===== config.mk =====
export PLATFORM = sky130hd
export DESIGN_NAME = alu_result_collector
export DESIGN_NICKNAME = d
export VERILOG_FILES = /design/src/rtl/alu_pkg.sv /design/src/rtl/alu_result_fifo.sv /design/src/rtl/alu_result_collector.sv
export SDC_FILE = /design/constraint.sdc
export NUM_CORES = 1
export LEC_CHECK = 0
export CAP_MARGIN = 25
export CORE_MARGIN = 2
export CORE_UTILIZATION = 33
export DETAILED_ROUTE_END_ITERATION = 16
export PLACE_DENSITY = 0.64
export SYNTH_ARGS = -nofsm -noshare
export SYNTH_HDL_FRONTEND = slang
export SYNTH_SLANG_ARGS = --single-unit

===== constraint.sdc =====
create_clock -name CLK -period 2.5 [get_ports CLK]
set_input_delay 0.75 -clock CLK [delete_from_list [all_inputs] [get_ports CLK]]
set_output_delay 0.75 -clock CLK [all_outputs]
set_load 0.01 [all_outputs]

===== src/rtl/alu_pkg.sv =====
// Shared ALU definitions: opcode encodings, functional-unit select codes and default width.
// Pure declarations; no timing or flow control of its own.
package alu_pkg;

  localparam int OP_WIDTH_DEF = 16;

  typedef enum logic [3:0] {
    OP_ADD    = 4'b0000,
    OP_SUB    = 4'b0001,
    OP_MUL    = 4'b0010,
    OP_DIV    = 4'b0011,
    OP_AND    = 4'b0100,
    OP_OR     = 4'b0101,
    OP_NAND   = 4'b0110,
    OP_NOR    = 4'b0111,
    OP_NOP    = 4'b1000,
    OP_CMP_EQ = 4'b1001,
    OP_CMP_GT = 4'b1010,
    OP_CMP_LT = 4'b1011,
    OP_SHR    = 4'b1100,
    OP_SHL    = 4'b1101,
    OP_ROR    = 4'b1110,
    OP_ROL    = 4'b1111
  } alu_op_e;

  typedef enum logic [1:0] {
    UNIT_ARITH = 2'b00,
    UNIT_LOGIC = 2'b01,
    UNIT_CMP   = 2'b10,
    UNIT_SHIFT = 2'b11
  } alu_unit_e;

  function automatic alu_unit_e unit_of(input logic [3:0] fun);
    return alu_unit_e'(fun[3:2]);
  endfunction

  // Flag vector order is {shift, cmp, logic, arith}; exactly the selected unit is active.
  function automatic logic [3:0] unit_flag_mask(input alu_unit_e unit);
    logic [3:0] mask;
    mask = 4'b0001 << unit;
    return mask;
  endfunction

endpackage


===== src/rtl/alu_result_fifo.sv =====
// Generic show-ahead FIFO; head visible the cycle after a push into an empty FIFO, no bypass.
// Full push without a same-cycle pop is dropped and reported by a one-cycle overflow pulse.
module alu_result_fifo
  import alu_pkg::*;
#(
  parameter int WIDTH = 21,
  parameter int DEPTH = 4
) (
  input  logic                     clk,
  input  logic                     rst,
  input  logic                     push,
  input  logic                     pop,
  input  logic [WIDTH-1:0]         wdata,
  output logic [WIDTH-1:0]         rdata,
  output logic [$clog2(DEPTH):0]   count,
  output logic                     full,
  output logic                     empty,
  output logic                     overflow
);

  localparam int PTR_W = $clog2(DEPTH);
  localparam int CNT_W = PTR_W + 1;

  logic [WIDTH-1:0] mem [DEPTH];
  logic [WIDTH-1:0] hold_q;
  logic [PTR_W-1:0] wr_ptr;
  logic [PTR_W-1:0] rd_ptr;
  logic             do_pop;
  logic             do_push;

  assign full     = (count == CNT_W'(DEPTH));
  assign empty    = (count == '0);
  assign do_pop   = pop & ~empty;
  // A pop in the same cycle frees the slot the full-FIFO push lands in.
  assign do_push  = push & (~full | do_pop);
  assign overflow = push & full & ~do_pop;
  // Outputs keep the last head once the FIFO drains.
  assign rdata    = empty ? hold_q : mem[rd_ptr];

  always_ff @(posedge clk) begin
    if (rst) begin
      wr_ptr <= '0;
      rd_ptr <= '0;
      count  <= '0;
      hold_q <= '0;
    end else begin
      if (do_push) begin
        mem[wr_ptr] <= wdata;
        wr_ptr      <= wr_ptr + 1'b1;
      end
      if (do_pop) begin
        rd_ptr <= rd_ptr + 1'b1;
      end
      if (!empty) begin
        hold_q <= mem[rd_ptr];
      end
      case ({do_push, do_pop})
        2'b10:   count <= count + 1'b1;
        2'b01:   count <= count - 1'b1;
        default: count <= count;
      endcase
    end
  end

endmodule


===== src/rtl/alu_result_collector.sv =====
// Tags ALU unit outputs with the issued opcode and queues them; entry visible two cycles after ISSUE.
// Valid/ready to the consumer; captures into a full FIFO without a pop are dropped and flagged sticky.
module alu_result_collector
  import alu_pkg::*;
#(
  parameter int OP_WIDTH = OP_WIDTH_DEF,
  parameter int DEPTH    = 4
) (
  input  logic                   CLK,
  input  logic                   RST,
  input  logic                   ISSUE,
  input  logic [3:0]             ALU_FUN,
  input  logic [OP_WIDTH-1:0]    Arith_OUT,
  input  logic [OP_WIDTH-1:0]    Logic_OUT,
  input  logic [OP_WIDTH-1:0]    CMP_OUT,
  input  logic [OP_WIDTH-1:0]    Shift_OUT,
  input  logic                   Carry_OUT,
  input  logic                   Arith_FLAG,
  input  logic                   Logic_FLAG,
  input  logic                   CMP_FLAG,
  input  logic                   Shift_FLAG,
  input  logic                   RES_READY,
  input  logic                   STATUS_CLR,
  output logic                   RES_VALID,
  output logic [OP_WIDTH-1:0]    RES_DATA,
  output logic                   RES_CARRY,
  output logic [3:0]             RES_FUN,
  output logic [$clog2(DEPTH):0] COUNT,
  output logic                   FULL,
  output logic                   EMPTY,
  output logic                   OVERFLOW,
  output logic                   PROTO_ERR
);

  localparam int ENT_W = OP_WIDTH + 5;

  logic                issue_d;
  logic [3:0]          fun_d;
  logic [OP_WIDTH-1:0] sel_data;
  logic                sel_carry;
  logic [3:0]          unit_flags;
  logic                flag_err;
  logic                fifo_ovf;
  logic [ENT_W-1:0]    wr_ent;
  logic [ENT_W-1:0]    head_ent;

  // Unit results arrive one cycle after the opcode, so the tag is delayed to match.
  always_comb begin
    sel_data  = Arith_OUT;
    sel_carry = 1'b0;
    case (unit_of(fun_d))
      UNIT_ARITH: begin
        sel_data  = Arith_OUT;
        sel_carry = Carry_OUT;
      end
      UNIT_LOGIC: sel_data = Logic_OUT;
      UNIT_CMP:   sel_data = CMP_OUT;
      UNIT_SHIFT: sel_data = Shift_OUT;
      default:    sel_data = Arith_OUT;
    endcase
  end

  assign unit_flags = {Shift_FLAG, CMP_FLAG, Logic_FLAG, Arith_FLAG};
  assign flag_err   = issue_d & (unit_flags != unit_flag_mask(unit_of(fun_d)));
  assign wr_ent     = {sel_data, sel_carry, fun_d};

  alu_result_fifo #(
    .WIDTH (ENT_W),
    .DEPTH (DEPTH)
  ) u_fifo (
    .clk      (CLK),
    .rst      (RST),
    .push     (issue_d),
    .pop      (RES_READY),
    .wdata    (wr_ent),
    .rdata    (head_ent),
    .count    (COUNT),
    .full     (FULL),
    .empty    (EMPTY),
    .overflow (fifo_ovf)
  );

  assign RES_VALID = ~EMPTY;
  assign RES_DATA  = head_ent[ENT_W-1 -: OP_WIDTH];
  assign RES_CARRY = head_ent[4];
  assign RES_FUN   = head_ent[3:0];

  // A set event in the same cycle as a clear leaves the status bit set.
  always_ff @(posedge CLK) begin
    if (RST) begin
      issue_d   <= 1'b0;
      fun_d     <= 4'b0000;
      OVERFLOW  <= 1'b0;
      PROTO_ERR <= 1'b0;
    end else begin
      issue_d   <= ISSUE;
      fun_d     <= ALU_FUN;
      OVERFLOW  <= fifo_ovf | (OVERFLOW & ~STATUS_CLR);
      PROTO_ERR <= flag_err | (PROTO_ERR & ~STATUS_CLR);
    end
  end

endmodule

==> impl_metrics.tcl <==
set metrics [dict create \
    status "finished with violations" \
    violations "negative setup slack" \
    die_h_microns 129 \
    first_iter_violations 125 \
    gp_congestion 0.684 \
    relSlewSlack 0.579 \
    yosysWarnings 0 \
    grt_pass1_vias 3409 \
    avgViaCountPerCell 4.68 \
    cts_buffers 17 \
    final_common_cell "edfxtp_1" \
    period_share 1.05 \
    drt_wl_total_microns 11500 \
    dp_hpwl_microns 7370 \
    synth-seq-cells 121 \
    min_path_type "flip-flop to flip-flop" \
    multi_input_comb_area_sq_um 1760 \
    core.rowCount 45 \
    syn-num-nets 417 \
    syn_area_sq_um 5160 \
    drcViolationCount 0 \
    worst_setup_path_start_kind "flip-flop" \
    grt_overflow_total 0 \
    start_util 0.338 \
    num_antenna_cells 0 \
    muxShareOfSynthArea 0.163 \
    maxCapViolCount 0 \
    synthToLayoutAreaGrowth_pct 43.4 \
    grt.total_usage 0.145 \
    rsz0062_at_grt "yes" \
    synth_top_cell_by_area "edfxtp_1" \
    drive_above_1_share 0.327 \
    worstPathMaxFanout 3 \
    synth.avg_cell_area_sq_um 15.4 \
    pin_count 107 \
    synth.top_cell.area_share 0.489 \
    peakVddDrop_uv 505 \
    path_class "flip-flop to output pin" \
    critPathCaptureType "output pin" \
    min_period_ns 2.62 \
    p_total_mw 5.58 \
    synth-compound-area-share 0.0213 \
    ant_nets 0 \
    synth_simple_gate_area_share 0.129 \
    synth_top_family_by_area "multiplexers" \
    layout_common_cells "edfxtp_1, clkdlybuf4s50_1, mux4_2, dfxtp_1, nand2_1" \
    cts_root_buf "clkbuf_16" \
    tritoncts "built" \
    slew_viol_final 0 \
    port_buffers 106 \
    first_pass_iters 4 \
    setup-violations-final 17 \
    powerDensity_nw_per_um2 754 \
    cts_sinks 121 \
    cp.arrival_ns 1.87 \
    avgRoutedWirePerCell_microns 16.4 \
    worst_pin_slew_ns 0.631 \
    layout_setup_ws_ns -0.125 \
    synth-seq-area-share 0.632 \
    core-area_sq_um 15300 \
    synth_xor_area_frac 0.00849 \
    grt_antenna_before_repair 0 \
    grt_max_degree 38 \
    regArea_sq_um 3270 \
    fmax_ghz 0.381 \
    nets 559 \
    skew_ns 0.00473 \
    clk_pin_slew_worst_paths_ns 0.05 \
    grt_pass1_wl_microns 17600 \
    clock_path_buffers 2 \
    crit_required_ns 1.75 \
    reg2regPathDepth 8 \
    synth_fa_ha_area_frac 0.0136 \
    synthTopCellsByArea "edfxtp_1, mux4_2, dfxtp_1" \
    num_vias 3278 \
    post-route-util 0.485 \
    final_hold_viol_count 0 \
    insertion_delay_ns 0.41 \
    die_w_microns 129 \
    leakagePower_nw 2.71 \
    htreeDepth 4 \
    ys_types 41 \
    fill_cells 1303 \
    hold_depth 2 \
    syn_inst 334 \
    die_area_sq_um 16700 \
]
metal layers:
layer,vias up,routed length (microns),part of all wire,track usage
met3,17,669,0.058,0.0450
met1,1648,4730,0.41,0.169
li1,1522,-,-,-
met2,91,5900,0.51,0.251
met4,0,164,0.014,0.0575
met5,-,0,0,0
logic make-up (layout without fill, tap and decap cells):
logic type | after synthesis | in the layout
buffers and inverters | 26 | 181
adders and majority gates | 5 | 5
DFF | 121 | 121
xor gates and xnor gates | 5 | 5
AOI/OAI and AO/OA | 13 | 13
muxes | 38 | 38
and+or+nand+nor | 126 | 126
sequential cells by signal (all words and copies together) (netlist names), 2 cells and up, named ones only:
name / count
u_fifo.mem: 84
u_fifo.rd_ptr: 2
fun_d: 4
u_fifo.hold_q: 21
u_fifo.wr_ptr: 2
u_fifo.count: 3
cell usage after synthesis:
| cell | count |
|---|---|
| edfxtp_1 | 84 |
| nand2_1 | 45 |
| dfxtp_1 | 37 |
| mux4_2 | 37 |
| nand2_2 | 22 |
| and2b_1 | 15 |
| nor2_1 | 14 |
| nor2b_1 | 11 |
| clkbuf_1 | 7 |
| buf_2 | 5 |
| buf_6 | 5 |
| inv_1 | 5 |
| and2_1 | 4 |
| ha_1 | 4 |
| xor2_1 | 4 |
| a21oi_1 | 3 |
| and3b_1 | 2 |
| buf_4 | 2 |
| nand2b_1 | 2 |
| nand3_1 | 2 |
| nand3b_1 | 2 |
| o211ai_1 | 2 |
| or3_1 | 2 |
| a211oi_1 | 1 |
| a21o_1 | 1 |
| a221oi_1 | 1 |
| a31oi_1 | 1 |
| and3_1 | 1 |
| buf_8 | 1 |
| clkinv_4 | 1 |
| fa_1 | 1 |
| mux2i_1 | 1 |
| nor3_1 | 1 |
| nor3b_1 | 1 |
| nor4_1 | 1 |
| o21ai_0 | 1 |
| o31a_1 | 1 |
| o32ai_1 | 1 |
| o41ai_4 | 1 |
| or2_2 | 1 |
| xnor2_1 | 1 |
final timing paths:
path                                         to  slack (ns)             from
worst max-delay path                RES_DATA[4]       -0.12        flip-flop
worst min-delay path                   OVERFLOW        0.48         OVERFLOW
worst max register to register  u_fifo.count[1]        0.29  u_fifo.count[1]
worst min register to register         OVERFLOW        0.48         OVERFLOW
power by group:
part	total, mW	leakage, nW	switching, mW	internal [mW]
clock network	2.32	0.278	0.813	1.51
logic	0.984	1.36	0.437	0.547
registers	2.27	1.07	0.0349	2.24
total	5.58	2.71	1.28	4.30
stage by stage:
step	worst slack [ns]	TNS, ns	cells	hold slack [ns]	area (sq um)
floorplan	0.222	0	334	0.438	5160
global placement	-0.110	-0.115	656	0.460	6610
detailed placement	-0.151	-0.222	656	0.469	6610
CTS	-0.146	-1.36	696	0.494	7370
global route	-0.188	-2.30	700	0.500	7400
finish	-0.125	-0.951	700	0.480	7400
critical path, cell delays in order, from the launching register on:
cell,delay (ns)
dfxtp_4,0.38
buf_12,0.12
buf_12,0.11
buf_12,0.09
mux4_2,0.49
nand2_2,0.09
nand2_2,0.06
buf_6,0.12
cell type report:
| cell class | instances | share of cell area |
|---|---|---|
| well taps | 211 | 0.0357 |
| inverters | 6 | 0.00372 |
| repair inverters | 1 | 0.00220 |
| clock buffers | 24 | 0.0637 |
| repair buffers | 142 | 0.202 |
| flip-flops and latches | 121 | 0.442 |
| multi-input cells | 187 | 0.238 |
| clock inverters | 8 | 0.0130 |
timing repair:
item,4_1_cts,5_1_grt
pin swaps,29,3
hold buffers,0,0
buffers inserted,5,6
endpoints found under the setup margin,24,22
gates cloned,3,0
hold endpoints to repair,0,0
resized for setup,123,5
Note: power is estimated with default switching activity, not from simulation.
